===== src/rtl/frame_stats_pkg.sv =====
// Shared definitions for the frame statistics path.
// Holds the scanner state encoding, the packed statistics record published
// at the end of each frame, and the range helper that both the scanner and
// the downstream normalizer use, so they agree on saturation and on the
// zero-range substitute.
package frame_stats_pkg;

  // Pixel width the statistics record is built for. Blocks that carry these
  // stats use this width for their data path.
  localparam int PIXW = 16;

  // Largest positive value representable at PIXW bits, held at PIXW+1 bits
  // so it can be compared against a widened difference.
  localparam logic signed [PIXW:0] RANGE_MAX = {2'b00, {(PIXW-1){1'b1}}};

  typedef enum logic [1:0] {
    IDLE   = 2'd0,
    SCAN   = 2'd1,
    DRAIN  = 2'd2,
    FINISH = 2'd3
  } scan_state_e;

  typedef struct packed {
    logic signed [PIXW-1:0] min_val;
    logic signed [PIXW-1:0] max_val;
    logic signed [PIXW-1:0] range_val;
  } stats_t;

  // max - min evaluated one bit wider so it cannot wrap. A flat frame gives
  // 1 so a divider downstream never sees zero; a spread wider than the
  // positive range clamps to the largest positive value.
  function automatic logic signed [PIXW-1:0] range_sat(
    input logic signed [PIXW-1:0] min_in,
    input logic signed [PIXW-1:0] max_in
  );
    logic signed [PIXW:0] diff;
    diff = {max_in[PIXW-1], max_in} - {min_in[PIXW-1], min_in};
    if (diff == '0) begin
      return {{(PIXW-1){1'b0}}, 1'b1};
    end else if (diff > RANGE_MAX) begin
      return RANGE_MAX[PIXW-1:0];
    end else begin
      return diff[PIXW-1:0];
    end
  endfunction

endpackage


===== src/rtl/frame_minmax_scanner.sv =====
// Frame min/max scanner.
// On a start request, reads every pixel of a frame buffer in address order,
// tracks the signed minimum and maximum, and publishes min, max and a
// saturated range together with a one-cycle done pulse.
//
// Ports
//   i_clk       clock, all logic on the rising edge
//   i_rst_n     asynchronous active-low reset
//   i_start     scan request, only looked at while idle
//   o_busy      high whenever a scan is in progress
//   o_rd_valid  frame-buffer read strobe
//   o_rd_addr   frame-buffer read address
//   i_rd_data   signed read data, valid the cycle after its strobe
//   o_done      one-cycle pulse when new statistics are published
//   o_min       published frame minimum
//   o_max       published frame maximum
//   o_range     published max - min, saturated, never zero
module frame_minmax_scanner
  import frame_stats_pkg::*;
#(
  parameter int DATAW    = 16,
  parameter int MAX_ADDR = 768
) (
  input  logic                    i_clk,
  input  logic                    i_rst_n,
  input  logic                    i_start,
  output logic                    o_busy,
  output logic                    o_rd_valid,
  output logic [$clog2(MAX_ADDR)-1:0] o_rd_addr,
  input  logic signed [DATAW-1:0] i_rd_data,
  output logic                    o_done,
  output logic signed [DATAW-1:0] o_min,
  output logic signed [DATAW-1:0] o_max,
  output logic signed [DATAW-1:0] o_range
);

  localparam int ADDRW = $clog2(MAX_ADDR);
  localparam logic [ADDRW-1:0] LAST_ADDR = ADDRW'(MAX_ADDR - 1);

  // All state of the block lives in one record so reset and update are
  // a single assignment each.
  typedef struct packed {
    scan_state_e              state;
    logic [ADDRW-1:0]         addr;
    logic                     rd_valid;
    logic                     sample_valid;
    logic                     first;
    logic signed [DATAW-1:0]  run_min;
    logic signed [DATAW-1:0]  run_max;
    stats_t                   stats;
    logic                     done;
  } regs_t;

  regs_t regs_q, regs_d;

  always_ff @(posedge i_clk or negedge i_rst_n) begin
    if (!i_rst_n) begin
      regs_q <= '0;
    end else begin
      regs_q <= regs_d;
    end
  end

  always_comb begin
    regs_d              = regs_q;
    regs_d.done         = 1'b0;
    // Read data arrives one cycle after its strobe, so a delayed copy of
    // the strobe marks which cycles carry a pixel.
    regs_d.sample_valid = regs_q.rd_valid;

    // The running min/max only ever live here; the published record is
    // touched solely in FINISH so partial results never leak out.
    if (regs_q.sample_valid) begin
      if (regs_q.first) begin
        regs_d.run_min = i_rd_data;
        regs_d.run_max = i_rd_data;
        regs_d.first   = 1'b0;
      end else begin
        if (i_rd_data < regs_q.run_min) begin
          regs_d.run_min = i_rd_data;
        end
        if (i_rd_data > regs_q.run_max) begin
          regs_d.run_max = i_rd_data;
        end
      end
    end

    case (regs_q.state)
      IDLE: begin
        if (i_start) begin
          regs_d.state = SCAN;
          regs_d.first = 1'b1;
        end
      end
      SCAN: begin
        // First SCAN cycle raises the strobe at address 0; afterwards the
        // address steps every cycle until the last one has been issued.
        regs_d.rd_valid = 1'b1;
        if (regs_q.rd_valid) begin
          if (regs_q.addr == LAST_ADDR) begin
            regs_d.state    = DRAIN;
            regs_d.rd_valid = 1'b0;
            regs_d.addr     = '0;
          end else begin
            regs_d.addr = regs_q.addr + ADDRW'(1);
          end
        end
      end
      DRAIN: begin
        regs_d.state = FINISH;
      end
      FINISH: begin
        regs_d.stats.min_val   = regs_q.run_min;
        regs_d.stats.max_val   = regs_q.run_max;
        regs_d.stats.range_val = range_sat(regs_q.run_min, regs_q.run_max);
        regs_d.done            = 1'b1;
        regs_d.state           = IDLE;
      end
      default: begin
        regs_d.state = IDLE;
      end
    endcase
  end

  assign o_busy     = (regs_q.state != IDLE);
  assign o_rd_valid = regs_q.rd_valid;
  assign o_rd_addr  = regs_q.addr;
  assign o_done     = regs_q.done;
  assign o_min      = regs_q.stats.min_val;
  assign o_max      = regs_q.stats.max_val;
  assign o_range    = regs_q.stats.range_val;

endmodule


===== config.mk =====
export PLATFORM = sky130hd
export DESIGN_NAME = frame_minmax_scanner
export DESIGN_NICKNAME = d
export VERILOG_FILES = /design/src/rtl/frame_stats_pkg.sv /design/src/rtl/frame_minmax_scanner.sv
export SDC_FILE = /design/constraint.sdc
export NUM_CORES = 1
export LEC_CHECK = 0
export ABC_CLOCK_PERIOD_IN_PS = 3950
export CORE_ASPECT_RATIO = 0.75
export CORE_MARGIN = 1.5
export CORE_UTILIZATION = 40
export CTS_CLUSTER_SIZE = 10
export DETAILED_ROUTE_END_ITERATION = 6
export PLACE_DENSITY = 0.68
export SYNTH_ARGS = -nofsm -noshare
export SYNTH_HDL_FRONTEND = slang
export SYNTH_SLANG_ARGS = --single-unit

===== constraint.sdc =====
create_clock -name i_clk -period 3.95 [get_ports i_clk]
set_clock_uncertainty 0.2 [all_clocks]
set_input_delay 0.79 -clock i_clk [delete_from_list [all_inputs] [get_ports i_clk]]
set_output_delay 0.79 -clock i_clk [all_outputs]
set_load 0.1 [all_outputs]

==> results, run 1 <==
- The net count reported at finish is 659.
- The fraction of the mapped netlist area in adder cells is 0.113.
- Of the available clock period, the critical path in the final layout requires 0.934.
- The worst hold path belongs to the class reg -> reg.
- The signal arrival time at the worst endpoint is 3.77 ns.
- After synthesis, the mean cell area works out to 9.99 sq um.
- The synthesized netlist cell count is 563.
- The clock tree synthesis step divided the H-tree into 3 levels.
- The area of placed instances is 6210 sq um.
- Of the cells placed in the final design, the portion with a size suffix greater than 1 is 0.114.
- The total of endpoints with negative setup slack in the final report is 0.
- The source-to-sink clock delay at the later pin of the worst-skew pair is 0.35 ns.
- The endpoint with the worst hold slack is o_min[8]$_DFFE_PN0P_.
- Subtracting the final worst setup slack from the clock period gives 3.69 ns.
- The congestion estimate from routability-driven global placement came to 0.880.
- The detailed-route DRC error count is 6.
- The initial utilization of the core area, before any placement, comes to 0.411.
- After detailed routing, the met2 layer carries 4.93 mm of wire.
- The worst path meets setup with 0.259 ns of slack.
- Once layout is done, the placed cells without fillers occupy 6530 sq um.
- For this run, asynchronously set or reset flops after synthesis account for 1.00.
- The startpoint identified for the worst register-to-register timing path is regs_q[49]$_DFFE_PN0P_.
- After floorplanning, the core was divided into 37 placement rows.
- The critical path in this run is classified as reg -> reg.
- The number of antenna cells inserted is 0.
- In this run, post-CTS hold repair placed 0 buffers.
- Across all layers, the routed design uses 3979 vias.
- Of the total synthesized cell area, the portion taken by XOR and XNOR cells is 0.0296.
- After detailed placement, the design holds a cell count of 754.
- The library cell used most frequently in the layout, excluding fill and tap cells, is dfrtp_1.
- The largest family of logic cells by synthesized area is compound AO/OA/AOI/OAI gates.
- The count of endpoints failing hold in the final timing report is 0.
- The die is 106 um tall.
- The end-of-flow core utilization is 0.477.
- The total negative slack is 0 ns.
- The peak supply drop is 0.374 mV.
- The detailed placement HPWL is 9.54 mm.
- For this block, the initial DRC count from the detailed router was 176.
- The number of antenna violations at the first check in global routing is 0.
- Entering global routing, the biggest net connects 69 pins.
- The synthesized-area fraction occupied by and/or/nand/nor cells is 0.114.
- For this run, the total global-route usage over all layers was measured as 0.177.
- The first-pass iteration count of the detailed router is 7.
- The die footprint is 14800 sq um.
- For the worst setup path, the data required time is 4.03 ns.
- The cell area after synthesis is 5630 sq um.
- After synthesis, the share of cell area in mux cells is 0.0678.
- The wire length of the first global-routing pass is 20.5 mm.
- The total length of routed wires is 12.5 mm.
- Setup repair after global routing left no endpoint under its margin.
- Clock tree synthesis selected as its root buffer the cell clkbuf_16.
- During synthesis, Yosys emitted a total of 0 warnings.
- The maximum clock rate is 271 MHz.
- Among all flip-flop cells after synthesis, the most frequent one is dfrtp_1.
- After detailed routing, the met3 layer carries 772 um of wire.
- Buffers placed on the I/O ports in this run total 79.
- The power per cell area is 741 nW/um^2.
- The signed area change from the synthesized netlist to the final layout is 16.1%.
- The tool flagged a number of max-cap violations equal to 0.
- In the layout the commonest cells are dfrtp_1 (96), clkdlybuf4s50_1 (78), nand2_1 (59).
- The logic depth of the worst register-to-register path is 11.
- After detailed routing, no signal wire sits above met4.
- The count of pins on the block boundary is 80.
- After detailed routing, the wire length on met1 is 6.69 mm.
- The core region is 13700 sq um.
- The leakage power summed over all cells is 2.99 nW.
- The number of enable flip-flop cells after synthesis is 0.
- The peak fanout along the critical path is 4.
- Of the synthesized area, sequential elements account for 0.427.
- The final reports fail on design-rule violations.
- The number of stages on the worst hold path is 2.
- The floorplan step set the die width to 140 um.
- The number of storage elements in the synthesis netlist is 96.
- Timing analysis after detailed placement gives a worst setup slack of 0.183 ns.
- After detailed routing, the number of vias per cell comes to 5.17.
- For this run the aggregate overflow at the end of global routing stands at 0.
- The number of buffers inserted to repair setup after CTS is 0.
- The clock net sink count is 96.
- The setup check on the worst reg-to-reg path leaves a slack of 0.26 ns.
- When the netlist entered floorplanning its net count stood at 632.
- The endpoint kind of the worst setup timing path is a flop.
- The number of antenna-violating nets in the routed design is 0.
- The area fraction in compound gates after synthesis came to 0.136.
- The endpoint identified for the worst register-to-register timing path is o_range[0]$_DFFE_PN0P_.
- Hold is met by 0.281 ns.
- The slew at the pin closest to its max-slew limit is 1.02 ns.
- The total chip power is 4.84 mW.
- In this run the tightest slew margin relative to its limit is 0.316.
- The number of global-route vias before repair is 3855.
- After clock tree synthesis, the clock-pin slew on the worst setup and hold paths is 0.08 ns.
- Buffers inserted during clock tree synthesis total 9.
- The count of instances resized after the clock tree is built is 0.
- The worst setup path is launched from a flop.
- The per-cell routed wire length is 16.3 um.
- The CTS tree is built.
- The run finished, with violations left.
- The maximum clock path buffer count is 2.
- After the flow finishes, the layout carries non-filler instances totaling 770.
- In this run the most critical hold path is launched from o_min[8]$_DFFE_PN0P_.
- The number of slew-limit violations in the final report is 0.
- Counting distinct cell types in the post-synthesis netlist gives 53.
-- metal layers --
metal,GRT usage,up-vias
met5,0,-
met4,0.0481,0
met3,0.0522,12
met2,0.240,108
met1,0.269,1911
li1,-,1948
-- critical path, cell delays in order, from the launching register on --
cell and delay [ns]:
dfrtp_1 0.36, inv_1 0.10, ha_1 0.22, fa_1 0.39
nand2b_1 0.18, a211oi_1 0.41, nor2_1 0.12, xnor2_1 0.16
or4_1 0.51, or4b_1 0.48, o41ai_1 0.26, o221a_1 0.23
-- flip-flops by register name, summed over array words and instances, names as in the netlist, named ones only --
signal	flops
o_done	1
o_max	16
o_min	16
o_range	16
o_rd_addr	10
o_rd_valid	1
regs_q	35
-- final cells by class --
| cell class | count | area (sq um) |
|---|---|---|
| inverter | 40 | 150 |
| clock inverter | 7 | 96.3 |
| fill | 1311 | 7170 |
| tap | 175 | 219 |
| clock buffer | 9 | 225 |
| sequential | 96 | 2400 |
| timing repair buffer | 86 | 841 |
| multi-input combinational | 357 | 2600 |
-- synthesized netlist by cell type (2+ instances only) --
cell | n | area, sq um
a211oi_1 | 3 | 22.5
a21o_1 | 11 | 82.6
a21oi_1 | 18 | 90.1
a22o_1 | 2 | 17.5
and2_1 | 2 | 12.5
buf_4 | 58 | 435
clkbuf_1 | 11 | 41.3
dfrtp_1 | 96 | 2400
ha_1 | 49 | 613
inv_1 | 40 | 150
mux2_2 | 33 | 372
nand2_1 | 60 | 225
nand2b_1 | 7 | 43.8
nand3_1 | 5 | 25.0
nand4_1 | 9 | 56.3
nor2_1 | 28 | 105
nor2b_1 | 6 | 37.5
nor3_1 | 4 | 20.0
o21ai_0 | 45 | 225
o21bai_1 | 2 | 15.0
o22a_1 | 12 | 105
o22ai_1 | 3 | 18.8
o31ai_1 | 4 | 30.0
o41ai_1 | 3 | 26.3
or2_2 | 2 | 12.5
or3_1 | 4 | 25.0
or4_1 | 3 | 22.5
xnor2_1 | 9 | 78.8
xor2_1 | 10 | 87.6
-- power breakdown --
| group | leakage [nW] | switching (mW) | total [mW] | internal, mW |
|---|---|---|---|---|
| clock network | 0.154 | 0.420 | 0.931 | 0.511 |
| registers | 1.24 | 0.137 | 1.29 | 1.15 |
| logic | 1.59 | 1.50 | 2.62 | 1.12 |
| total | 2.99 | 2.06 | 4.84 | 2.78 |
-- worst max-delay path by stage --
stage,start,end,depth (start not counted),slack (ns)
after floorplan,regs_q[49]$_DFFE_PN0P_,o_range[0]$_DFFE_PN0P_,11,0.55
after global placement,regs_q[65]$_DFFE_PN0P_,o_range[0]$_DFFE_PN0P_,10,0.32
after detailed placement,i_rd_data[9],regs_q[69]$_DFFE_PN0P_,11,0.18
after CTS,regs_q[65]$_DFFE_PN0P_,o_range[0]$_DFFE_PN0P_,10,0.24
after global routing,regs_q[49]$_DFFE_PN0P_,o_range[0]$_DFFE_PN0P_,11,0.06
final,regs_q[49]$_DFFE_PN0P_,o_range[0]$_DFFE_PN0P_,11,0.26
-- cell families (layout without fill, tap and decap cells) --
family          after synthesis  in the layout
simple gates                137            137
compound gates              117            117
buf+inv                     110            142
flops                        96             96
fa+ha+maj                    50             50
mux                          34             34
xor+xnor                     19             19
No activity file was read; power rests on OpenSTA's default activity.
==> inputs of run 2 (changes only) <==
- ABC_AREA: unset -> 1
- PLACE_DENSITY: 0.68 -> 0.67
==> results, run 2 <==
- The synthesized netlist occupies a cell area of 6240 sq um.
- Leaving out fill and tap cells, the most frequent cells in the layout are nand2_1 (253), inv_1 (100), dfrtp_1 (96).
- Of the synthesized area, sequential elements account for 0.385.
- The post-synthesis net count is 884.
- Synthesis produced a netlist whose cell count is 815.
- The total of endpoints with negative setup slack in the final report is 0.
- The max-capacitance violation count is 0.
- The number of buffers inserted to repair setup after CTS is 0.
- The total buffers and inverters traversed by the critical path is 3.
- The number of buffers created by CTS is 9.
- The share of synthesized area in the top cell type comes to 0.385.
- In this run the power density over the cells is 752 nW/um^2.
- The detailed placement HPWL is 10.9 mm.
- The count of instances resized after the clock tree is built is 0.
- The signal arrival time at the worst endpoint is 3.27 ns.
- The total negative slack is 0 ns.
- The clock net in this run drives a total of 96 sinks.
- The slew at the pin closest to its max-slew limit is 0.994 ns.
- For this block, the routed nets add up to 14.2 mm of wire.
- The area inside the core boundary is 15200 sq um.
- The number of antenna violations at the first check in global routing is 0.
- The number of storage elements in the synthesis netlist is 96.
- The worst endpoint required time is 4.03 ns.
- The final-layout fill cell count is 1554.
- The CTS tree is built.
- In this run the worst hold path is classified as reg -> reg.
- The kind of cell with the highest combined delay along the critical path is simple AND/OR/NAND/NOR gates.
- In the final layout, the share of cells above drive strength 1 is 0.0693.
- After synthesis, the cell types taking the most area are dfrtp_1 (38%), nand2_1 (15%), ha_1 (9.8%), buf_4 (7.1%), inv_1 (6.0%).
- By count the netlist is led by nand2_1 (254), inv_1 (100), dfrtp_1 (96).
- The total global routing track utilization is 0.186.
- The end-of-flow core utilization is 0.465.
- Dividing the detail-routed wire length by the instance count gives 13.6 um.
- In this design, the stage delay of the slowest critical-path cell is 0.51 ns.
- Setup repair after global routing left no endpoint under its margin.
- The register with the highest flop count is regs_q.
- IR analysis of the VDD net gives a maximum drop of 0.378 mV.
- The number of antenna cells inserted is 0.
- The count of cell types in the netlist is 42.
- Measured along the x axis, the die boundary spans 147 um.
- The routed design could run at a clock period as short as 3.20 ns.
- The leakage power summed over all cells is 3.66 nW.
- STA classifies the critical path endpoint as a flop.
- In the final layout, flip-flops and latches occupy 2400 sq um.
- The count of endpoints failing hold in the final timing report was 0.
- The row count is 39.
- The overall via count from detail_route is 4926.
- Clock latency on the worst-skew pair, taken at its later pin, is 0.34 ns.
- The multi-input combinational cells in the finished layout cover a total of 2900 sq um.
- CTS placed an instance of clkbuf_16 at the clock tree root.
- The H-tree depth is 3.
- The detailed-route DRC error count is 0.
- Yosys instantiated no cell more often than nand2_1.
- Counting flops with a built-in enable in the synthesized netlist gives 0.
- The first-pass iteration count of the detailed router is 6.
- Entering global routing, the biggest net connects 75 pins.
- Counting stages on the worst path, the most repeated cell is nand2_1.
- The die covers 16400 sq um.
- For this configuration, the core starts out at a cell density of 0.410.
- The signed area change from the synthesized netlist to the final layout is 13.3%.
- The maximum clock rate is 313 MHz.
- The net count reported at finish is 901.
- The most common cell after layout, fill and taps aside is nand2_1.
- The highest-delay cell along the critical path is clkdlybuf4s50_1.
- The predominant post-synthesis flop cell is dfrtp_1.
- The area of placed instances is 6780 sq um.
- The placer's final routability congestion estimate is 0.821.
- Buffers placed on the I/O ports in this run total 79.
- The cell taking the most area after synthesis is dfrtp_1.
- The flow ran to the end, and the final reports show no timing, DRC or antenna violations.
- The clock transition at the register clock pins on the worst setup and hold paths after CTS is 0.07 ns.
- Summed over all layers, the global routing overflow is 0.
- The peak fanout along the critical path is 17.
- Measured along the y axis, the die boundary spans 111 um.
- Measured against its own limit, the worst slew margin works out to 0.336.
- The element type at the critical path start is a primary input.
- Walking the worst path, the cells encountered are clkdlybuf4s50_1, ha_1, nand2_1, inv_1, nand3_1, inv_1, nand2_1, nand3_1, nor2_1, nand3_1, nand3_2, nand2_2, nand2_1, nand2_1.
- The number of slew-limit violations in the final report came to 0.
- The number of global-route vias before repair came to 4846.
- The mean instance size in the synthesized netlist is 7.66 sq um.
- Counting along the longest clock path gives a buffer depth of 2.
- The first routing iteration left 269 violations.
- In the routed layout, each cell is associated on average with a via count of 4.73.
- After clock tree synthesis, the flow added hold-fix buffers numbering 0.
- The fraction of synthesis flops using an asynchronous set or reset pin is 1.00.
- The part of the cycle the worst path needs is 0.809.
- For this design the top-level I/O count stands at 80.
- The number of flip-flops in the largest register is 35.
- The count of yosys warnings during synthesis is 0.
- The category of the critical setup timing path is in -> reg.
- The wire length of the first global-routing pass is 24.3 mm.
- The final design area excluding fillers is 7070 sq um.
- Once detail routing completed, the nets flagged for antenna violations numbered 0.
## run 2: cell count changes after synthesis, sizes merged, moves of 12 or more
cell / before / now
nand2: 60 / 264
inv: 40 / 107
a21oi: 19 / 31
o22a: 13 / 0
nand3: 5 / 64
mux2: 33 / 0
## run 2: area by class of cell
cell class | instances | area share
clock buffer | 10 | 0.0324
timing repair buffer | 83 | 0.116
inverter | 107 | 0.0568
clock inverter | 6 | 0.00955
tap | 205 | 0.0363
multi-input combinational | 535 | 0.410
sequential | 96 | 0.340
## run 2: cells by family (layout without fill, tap and decap cells)
group                    after synthesis  count (layout)  share of synthesized area
adder cells (fa/ha/maj)               50              50                      0.101
XOR/XNOR                               7               7                    0.00982
AO/OA/AOI/OAI                         93              93                     0.0838
flip-flops                            96              96                      0.385
buffers and inverters                184             206                      0.151
AND/OR/NAND/NOR                      385             385                      0.269
## run 2: per-stage QoR
step                hold WS (ns)  power, mW  std cells  setup slack (ns)
floorplan                  0.242       3.77        815              1.52
global placement           0.208       4.37       1026             0.546
detailed placement         0.200       4.41       1026             0.486
CTS                        0.218       5.33       1042             0.809
global route               0.239       5.89       1042             0.574
finish                     0.216       5.32       1042             0.755
## run 2: worst paths after layout
path | from | endpoint | slack, ns | cells past startpoint
setup / recovery | i_rd_data[15] | regs_q[66]$_DFFE_PN0P_ | 0.75 | 14
hold / removal | o_rd_valid$_DFFE_PN0N_ | regs_q[82]$_DFF_PN0_ | 0.22 | 0
setup reg to reg | regs_q[49]$_DFFE_PN0P_ | o_range[1]$_DFFE_PN0P_ | 1.18 | 15
hold reg to reg | o_rd_valid$_DFFE_PN0N_ | regs_q[82]$_DFF_PN0_ | 0.22 | 0
max in group asynchronous | i_rst_n | regs_q[59]$_DFFE_PN0P_ | 2.42 | 2
min in group asynchronous | i_rst_n | regs_q[51]$_DFFE_PN0P_ | 0.38 | 1
## run 2: routing by layer
metal,GRT usage,share of wire,vias to the layer above
met5,0,0,-
met4,0.0407,0.010,0
met3,0.0403,0.057,17
met2,0.286,0.42,125
met1,0.268,0.51,2227
li1,-,-,2557
## run 2: power by group
group | total (mW) | internal (mW) | switching, mW
clock | 0.891 | 0.495 | 0.396
combinational | 3.14 | 1.03 | 2.10
sequential | 1.29 | 1.16 | 0.134
==> inputs of run 3 (changes only) <==
- ABC_CLOCK_PERIOD_IN_PS: 3950 -> 3100
- clock period: 3.95 -> 3.1 ns (I/O delays scaled with it)
==> results, run 3 (synthesis results as in run 2) <==
- The flow ran to the end, but the final reports show violations.
- The checks that failed: negative hold slack.
- The sequential cells in the finished layout cover a total of 2400 sq um.
- After layout, the design draws a total of 6.77 mW.
- CTS built an H-tree with a depth of 3.
- For this design, the sink count on the clock tree is 96.
- In this run the number of cells on the critical path is 15.
- Hold timing on the final database bottoms out at a slack of -0.000824 ns.
- The maximum clock rate is 356 MHz.
- The number of clock buffers added by TritonCTS is 9.
- Once layout is complete, the utilization of the core stands at 0.457.
- The number of hold buffers added after CTS was 0.
- The overall die width is 147 um.
- The vertical die dimension is 111 um.
- The critical path goes through inv_1, ha_1, fa_1, inv_1, nand3_1, nand2_2, nand2_1, nand2_1, nand2_1, nand3_2, nand2_2, nor2_4, inv_2, a21oi_1, a21o_1.
- At the pin with the least slew margin, the transition time is 0.431 ns.
- The number of slew-limit violations in the final report is 0.
- The signal arrival time at the worst endpoint is 2.90 ns.
- The part of the cycle the worst path needs is 0.906.
- The number of design-rule violations left by the first detailed-router iteration is 229.
- The routed design has 14.4 mm of wire.
- The number of antenna cells inserted is 0.
- The count of pins on the block boundary is 80.
- The slowest stage of the critical path belongs to the cell fa_1.
- The number of antenna violations at the first check in global routing is 0.
- Of the cells placed in the final design, the portion with a size suffix greater than 1 is 0.147.
- The first TritonRoute pass finished after 5 iterations.
- Global routing finished with a remaining overflow of 0.
- The headroom to the max-slew limit is 0.712.
- For the finished layout, the period the worst path requires is 2.81 ns.
- Summed over all nets, the half-perimeter wirelength after detailed placement is 11.0 mm.
- Setup violations remaining at the end of the flow were counted as 0.
- The most common cell after layout, fill and taps aside is nand2_1.
- The maximum clock path buffer count is 2.
- In the final routed layout, each cell accounts on average for 13.7 um.
- For the worst-skew pair, the clock arrives at the later sink with an insertion delay of 0.35 ns.
- The count of endpoints failing hold in the final timing report came to 1.
- More flip-flops sit in one register than any other, and that register is regs_q.
- The number of antenna-violating nets in the routed design is 0.
- Across all layers, the routed design uses 4968 vias.
- The number of non-filler instances in the completed layout is 1047.
- The detailed-route DRC error count is 0.
- The placer's final routability congestion estimate is 0.884.
- The type of the most critical hold path is in -> async.
- The worst endpoint required time is 3.19 ns.
- The initial utilization of the core area, before any placement, comes to 0.410.
- The placed cell count is 1031.
- The category of the critical setup timing path is reg -> reg.
- In the final layout, the multi-input gates occupy 2900 sq um.
- The worst setup slack before clock tree synthesis is 0.0240 ns.
- The count of instances resized after the clock tree is built is 0.
- The total negative slack is 0 ns.
- The power per cell area is 974 nW/um^2.
- The net count of the finished layout is 906.
- The number of global-route vias before repair came to 4717.
- After layout, the worst setup slack is 0.292 ns.
- The analysis attributes to cell leakage a power of 3.80 nW.
- The largest incremental delay on the critical path is 0.41 ns.
- Counting both buffers and inverters, the worst setup path holds a total of 3.
- TritonCTS built the clock tree.
- In this run the core area contains 39 standard-cell rows.
- Setup repair after global routing left no endpoint under its margin.
- The number of buffers inserted to repair setup after CTS is 0.
- The number of flip-flops in the largest register is 35.
- Counting the fill cells in the layout gives 1553.
- The peak fanout along the critical path is 15.
- After clock tree synthesis, the clock-pin slew on the worst setup and hold paths is 0.07 ns.
- The buffer cell driving the clock tree root is clkbuf_16.
- Across the run, the number of max-cap violations was 0.
- During placement, the flow inserted port buffers numbering 79.
- The logic depth of the worst register-to-register path is 15.
- For this run, the total global-route usage over all layers was measured as 0.184.
- The area inside the core boundary is 15200 sq um.
- Dividing the detail-routed via count by the number of cells gives 4.74.
- The cell class contributing the biggest share of worst-path delay is simple AND/OR/NAND/NOR gates.
- The first global-routing pass estimated 24.0 mm of wire.
- The most repeated library cell on the critical path is nand2_1.
- From synthesis to final layout, the design area changed by 11.4%.
- STA classifies the critical path startpoint as a flop.
- The endpoint kind of the worst setup timing path is a flop.
- VDD sags by at most 0.412 mV.
- The pin count of the biggest net entering global routing is 66.
- The library cells used most frequently in the layout, excluding fill and tap cells, are nand2_1 (253), inv_1 (100), dfrtp_1 (96).
- The die footprint is 16400 sq um.
-- run 3: routing by layer --
layer | up-vias | track usage | share of wire
met4 | 0 | 0.0440 | 0.0086
met2 | 103 | 0.280 | 0.44
li1 | 2569 | - | -
met1 | 2286 | 0.271 | 0.51
met5 | - | 0 | 0
met3 | 10 | 0.0288 | 0.042
-- run 3: worst paths after layout --
check | startpoint | to | slack (ns)
setup / recovery | regs_q[49]$_DFFE_PN0P_ | o_range[7]$_DFFE_PN0P_ | 0.29
hold / removal | i_rst_n | o_max[5]$_DFFE_PN0P_ | -0.0008
setup reg to reg | regs_q[49]$_DFFE_PN0P_ | o_range[7]$_DFFE_PN0P_ | 0.29
hold reg to reg | o_rd_valid$_DFFE_PN0N_ | regs_q[82]$_DFF_PN0_ | 0.23
max in group asynchronous | i_rst_n | o_rd_addr[3]$_DFFE_PN0P_ | 1.98
min in group i_clk | o_rd_valid$_DFFE_PN0N_ | regs_q[82]$_DFF_PN0_ | 0.23
-- run 3: cell type report --
type / count / share of cell area
Multi-Input combinational cell: 535 / 0.417
Sequential cell: 96 / 0.346
Timing Repair Buffer: 88 / 0.103
Inverter: 107 / 0.0578
Tap cell: 205 / 0.0369
Clock buffer: 10 / 0.0329
Clock inverter: 6 / 0.00702
-- run 3: through the flow --
stage               hold slack (ns)  instance area (sq um)
floorplan                     0.124                   6240
detailed placement            0.204                   6680
global placement              0.212                   6680
global route                 0.0234                   6950
finish                    -0.000824                   6950
CTS                          0.0101                   6950
-- run 3: power breakdown --
group / switching [mW] / internal [mW]
Sequential: 0.156 / 1.47
Combinational: 2.71 / 1.35
Clock: 0.531 / 0.554
Total: 3.40 / 3.38
-- run 3: worst register-to-register path, stage by stage, from the launching register on --
cell	delay, ns
dfrtp_1	0.39
inv_1	0.09
ha_1	0.22
fa_1	0.41
inv_1	0.13
nand3_1	0.11
nand2_2	0.13
nand2_1	0.08
nand2_1	0.09
nand2_1	0.07
nand3_2	0.08
nand2_2	0.07
nor2_4	0.36
inv_2	0.07
a21oi_1	0.16
a21o_1	0.10
==> RTL change 1, RTL diff (config.mk and constraints of run 3) <==
Set the parameter `MAX_ADDR` to 192 (it was 768).
--- a/src/rtl/frame_minmax_scanner.sv
+++ b/src/rtl/frame_minmax_scanner.sv
@@ -19,7 +19,7 @@
   import frame_stats_pkg::*;
 #(
   parameter int DATAW    = 16,
-  parameter int MAX_ADDR = 768
+  parameter int MAX_ADDR = 192
 ) (
   input  logic                    i_clk,
   input  logic                    i_rst_n,
Interface: changed (resized o_rd_addr); port bits go from 80 to 78. No check against the original RTL was run, so the function may have changed too.
==> RTL change 1 against run 3 <==
  * Cell area down 1.1%
  * Critical endpoint is now regs_q[51]
  * Synthesized area down 1.7%
  * Critical path type is now primary input to flip-flop
  * Utilization up 0.99 points
  * Critical path depth down 5
  * Die area down 1.6%
  * Highest routed layer unchanged
  * Power up 3.2%
  * Combinational power up 4%
  * Setup slack better by 0.62 ps
  * Wire length down 5.7%
  * Clock power up 6%
  * Sequential cell count down 2
  * Non-clock buffer count unchanged
  * Largest cell class unchanged
  * Final cell count down 1.6%
==> RTL change 1: results (changes against run 3) <==
| Metric | Value |
|---|---|
| Reg power frac | 23.2% (-0.8 points) |
| Routed len/inst | 13.2 um (-4.2%) |
| Largest cells by area after synthesis | dfrtp_1, nand2_1, ha_1 |
| Comb pwr share | 60.2% (+0.3 points) |
| Drt first-iter violations | 304 (+33%) |
| Synth cell types | 39 (-7.1%) |
| Largest net degree at the start of global routing | 52 (-21%) |
| Seq/Total Area, Yosys | 38.3% (-0.16 points) |
| Fin util | 46.7% (+0.99 points) |
| Filler cells | 1,509 (-2.8%) |
| Vias in the first global route | 4,618 (-2.1%) |
| Crit Path Max Fanout | 12 (-3) |
| Fin. Hold Viols | 0 (-1) |
| Asr flop ratio synth | 100% (unchanged) |
| Buffering overhead | 10.4% (+0.11 points) |
| Multi-In Gates | 526 (-1.7%) |
| Syn_area_per_cell | 7.66 um2 (about the same) |
| Post-DP Area | 6570 um2 (-1.6%) |
| Met1 Wirelength | 6910 um (-6.4%) |
| Max_cap viols | 0 (unchanged) |
| Final Wtd Congestion | 0.845 (-4.4%) |
| Slowest CP cell | clkdlybuf4s50_1 |
| Post-place setup slack | -44.6 ps (-68.6 ps) |
| Dpl cells | 1,014 (-1.6%) |
| Layout cells sized above 1 | 16.6% (+1.9 points) |
| Overall via count from detail_route | 4,907 (-1.2%) |
| Met3 wire len | 718 um (+20%) |
| Commonest cells in the synthesized netlist | nand2_1, inv_1, dfrtp_1 |
| Routed WL | 13,500 um (-5.7%) |
| Multi-input gate share of the layout cell area | 41.5% (-0.21 points) |
| Port buffer count | 77 (-2.5%) |
| Fraction of area in registers | 34.2% (-0.34 points) |
| Tapcell count | 200 (-2.4%) |
| GR Layer Usage met3 | 3.25% (+0.37 points) |
| Pleak | 0.00374 uW (-1.4%) |
| Global routing usage on met1 | 25.9% (-1.2 points) |
| Clock Sinks | 94 (-2.1%) |
| Max VDD drop | 0.405 mV (-1.7%) |
| Met2 routed WL | 5790 um (-7.5%) |
| P_int | 3500 uW (+3.6%) |
| Max incr delay on CP | 490 ps (+80 ps) |
| Global Route Usage Sum | 18.0% (-0.40 points) |
| Worst path arrival time | 2850 ps (-50 ps) |
| Inverter count | 106 (-0.93%) |
| GR Util met2 | 28.0% (about the same) |
| Status | finished, final reports clean |
| NumNets Final | 894 (-1.3%) |
| Post-DP HPWL | 10,500 um (-4.2%) |
| Rel. slew slack | 54.6% (-17 points) |
| Psw | 3500 uW (+2.9%) |
| Syn Nets | 870 (-1.6%) |
==> RTL change 1: changes by cell type after synthesis, moves of 3 or more <==
| cell | delta |
|---|---|
| nand2_1 | -18 |
| nand2_2 | +12 |
| nand3_1 | -6 |
| nor3_1 | +6 |
| a21oi_1 | +3 |
| a21oi_2 | +3 |
| buf_6 | -3 |
| o21ai_0 | +3 |
==> RTL change 1: path summary, 6_finish.rpt <==
kind	from	to	slack, ps
worst max-delay path	i_rd_data[15]	regs_q[51]	290
max in group asynchronous	i_rst_n	regs_q[74]	1940
min in group i_clk	o_rd_valid	regs_q[82]	230
worst min-delay path	i_rst_n	o_min[1]	100
worst min register to register	o_rd_valid	regs_q[82]	230
worst max register to register	regs_q[49]	o_range[0]	450
==> RTL change 1: logic make-up after synthesis <==
kind of cell,synth area share (%)
and+or+nand+nor,26.5
buffers and inverters,15.3
AOI/OAI and AO/OA,9.05
DFF,38.3
adders and majority gates,10.3
xor gates and xnor gates,0.571
==> RTL change 2, RTL diff (config.mk and constraints of run 3) <==
Made on the original files. Put a register stage on the outputs `o_busy`, `o_rd_valid`, `o_rd_addr`, `o_done`, `o_min`, `o_max` and `o_range`. The values now appear one clock later. Comments in the files are not updated.
--- a/src/rtl/frame_minmax_scanner.sv
+++ b/src/rtl/frame_minmax_scanner.sv
@@ -122,13 +122,25 @@
     endcase
   end
 
-  assign o_busy     = (regs_q.state != IDLE);
-  assign o_rd_valid = regs_q.rd_valid;
-  assign o_rd_addr  = regs_q.addr;
-  assign o_done     = regs_q.done;
-  assign o_min      = regs_q.stats.min_val;
-  assign o_max      = regs_q.stats.max_val;
-  assign o_range    = regs_q.stats.range_val;
+  always_ff @(posedge i_clk or negedge i_rst_n) begin
+    if (!i_rst_n) begin
+      o_busy     <= '0;
+      o_rd_valid <= '0;
+      o_rd_addr  <= '0;
+      o_done     <= '0;
+      o_min      <= '0;
+      o_max      <= '0;
+      o_range    <= '0;
+    end else begin
+      o_busy     <= (regs_q.state != IDLE);
+      o_rd_valid <= regs_q.rd_valid;
+      o_rd_addr  <= regs_q.addr;
+      o_done     <= regs_q.done;
+      o_min      <= regs_q.stats.min_val;
+      o_max      <= regs_q.stats.max_val;
+      o_range    <= regs_q.stats.range_val;
+    end
+  end
 
 endmodule
 
Formal check against the unedited RTL: not equivalent (Yosys sat finds a counterexample within 4 cycles, from zero or initial values and one cycle with i_rst_n low).
==> RTL change 2 against run 3 <==
  * Setup slack better by 120 ps
  * Die area increased by 17%
  * Sequential share of layout area up 9.5 points
  * Count of clock-buffer cells in the layout rose by 8
  * Via count up 9.6%
  * Synthesized cell count is the same
  * Synthesized area grew 17%
  * Wire length up 12%
  * Cell area rose by 28%
  * Global-route usage shrank 0.10 points
  * Power is 28% higher
  * Sequential cell count up 60
  * Critical path depth rose by 1
  * Largest cell class is now flip-flops and latches
  * Largest power group unchanged
==> RTL change 2: results (changes against run 3) <==
| Metric | Value |
|---|---|
| H-tree Lvls | 4 (+1) |
| Overall via count from detail_route | 5,446 (+9.6%) |
| CTS Buffer Depth | 2 (unchanged) |
| Largest cells by area after synthesis | dfrtp_1, nand2_1, ha_1 |
| Global Route Usage Sum | 18.3% (-0.10 points) |
| TritonRoute pass-1 iters | 4 (-1) |
| Worst r2r path cells | 16 (+1) |
| Worst R2R Setup Slack | 420 ps (+120 ps) |
| Main synth FF type | dfrtp_1 |
| Crit Path Max Fanout | 13 (-2) |
| Seq/Total Area, Yosys | 53.5% (+15 points) |
| Hold Path Class | flip-flop to flip-flop |
| Filler cells | 1,691 (+8.9%) |
| Worst-Skew Late Latency | 440 ps (+90 ps) |
| Layout cells sized above 1 | 15.2% (+0.51 points) |
| Final hold slack | 149 ps (+150 ps) |
| CP Capture Point | regs_q[16] |
| Synth cell types | 40 (-4.8%) |
| Post-DP HPWL | 11,700 um (+6.6%) |
| Max reg flops | 93 (+170%) |
| TritonCTS buffer count | 17 (+8) |
| NumNets Final | 975 (+7.6%) |
| Worst path arrival time | 2810 ps (-90 ps) |
| P_int | 4860 uW (+44%) |
| First-pass GRT wire length | 27,400 um (+14%) |
| Status | finished, final reports clean |
| Commonest cells in the synthesized netlist | nand2_1, dfrtp_1, inv_1 |
| Final Wtd Congestion | 0.878 (-0.67%) |
| Vias in the first global route | 5,306 (+12%) |
| Routed WL | 16,100 um (+12%) |
| Largest net degree at the start of global routing | 58 (-12%) |
| Drt first-iter violations | 375 (+64%) |
| Pleak | 0.00483 uW (+27%) |
| Rel. slew slack | 62.9% (-8.3 points) |
| Number of nets still failing antenna checks after routing | 0 (unchanged) |
| CTS root buffer | clkbuf_16 |
| Max VDD drop | 0.488 mV (+18%) |
RTL change 2: cells by family after synthesis:
family / after synthesis / synth area share (%)
xor+xnor: 8 / 0.959
flops: 156 / 53.5
compound gates: 100 / 7.59
simple gates: 372 / 22.2
buf+inv: 129 / 7.09
fa+ha+maj: 50 / 8.67
RTL change 2: per-layer routing:
metal  vias to the layer above  global-route usage [%]  share of wire [%]
met5                         -                       0                  0
met2                       121                    27.0                 43
li1                       2778                       -                  -
met4                         0                    6.37                1.5
met1                      2528                    26.5                 51
met3                        19                    3.70                4.5
RTL change 2: power by group through the flow:
stage                     registers, uW  logic [uW]  clock network, uW
after floorplan                    2400        3180                  0
after global placement             2460        3960                  0
after detailed placement           2460        4030                  0
after CTS                          2430        4050               2220
after global routing               2460        4700               2300
final                              2430        4070               2170
RTL change 2: final cells by class:
| class | count | area [um2] | area share, % |
|---|---|---|---|
| inverter | 111 | 419 | 4.73 |
| tap | 242 | 303 | 3.41 |
| clock inverter | 14 | 173 | 1.95 |
| sequential | 156 | 3900 | 44.0 |
| multi-input combinational | 530 | 2880 | 32.5 |
| timing repair buffer | 90 | 749 | 8.45 |
| clock buffer | 18 | 439 | 4.95 |
RTL change 2: what timing repair did:
action	CTS	global route
endpoints found under the hold margin	43	0
hold buffers	1	0
setup endpoints to repair	0	0
gates resized for setup	0	0
RTL change 2: metrics by stage:
step	worst slack, ps	instances	area (um2)
after detailed placement	62.9	1128	8250
after floorplan	774	815	7300
after global placement	65.1	1128	8250
after global routing	221	1161	8870
after CTS	430	1161	8870
final	416	1161	8870
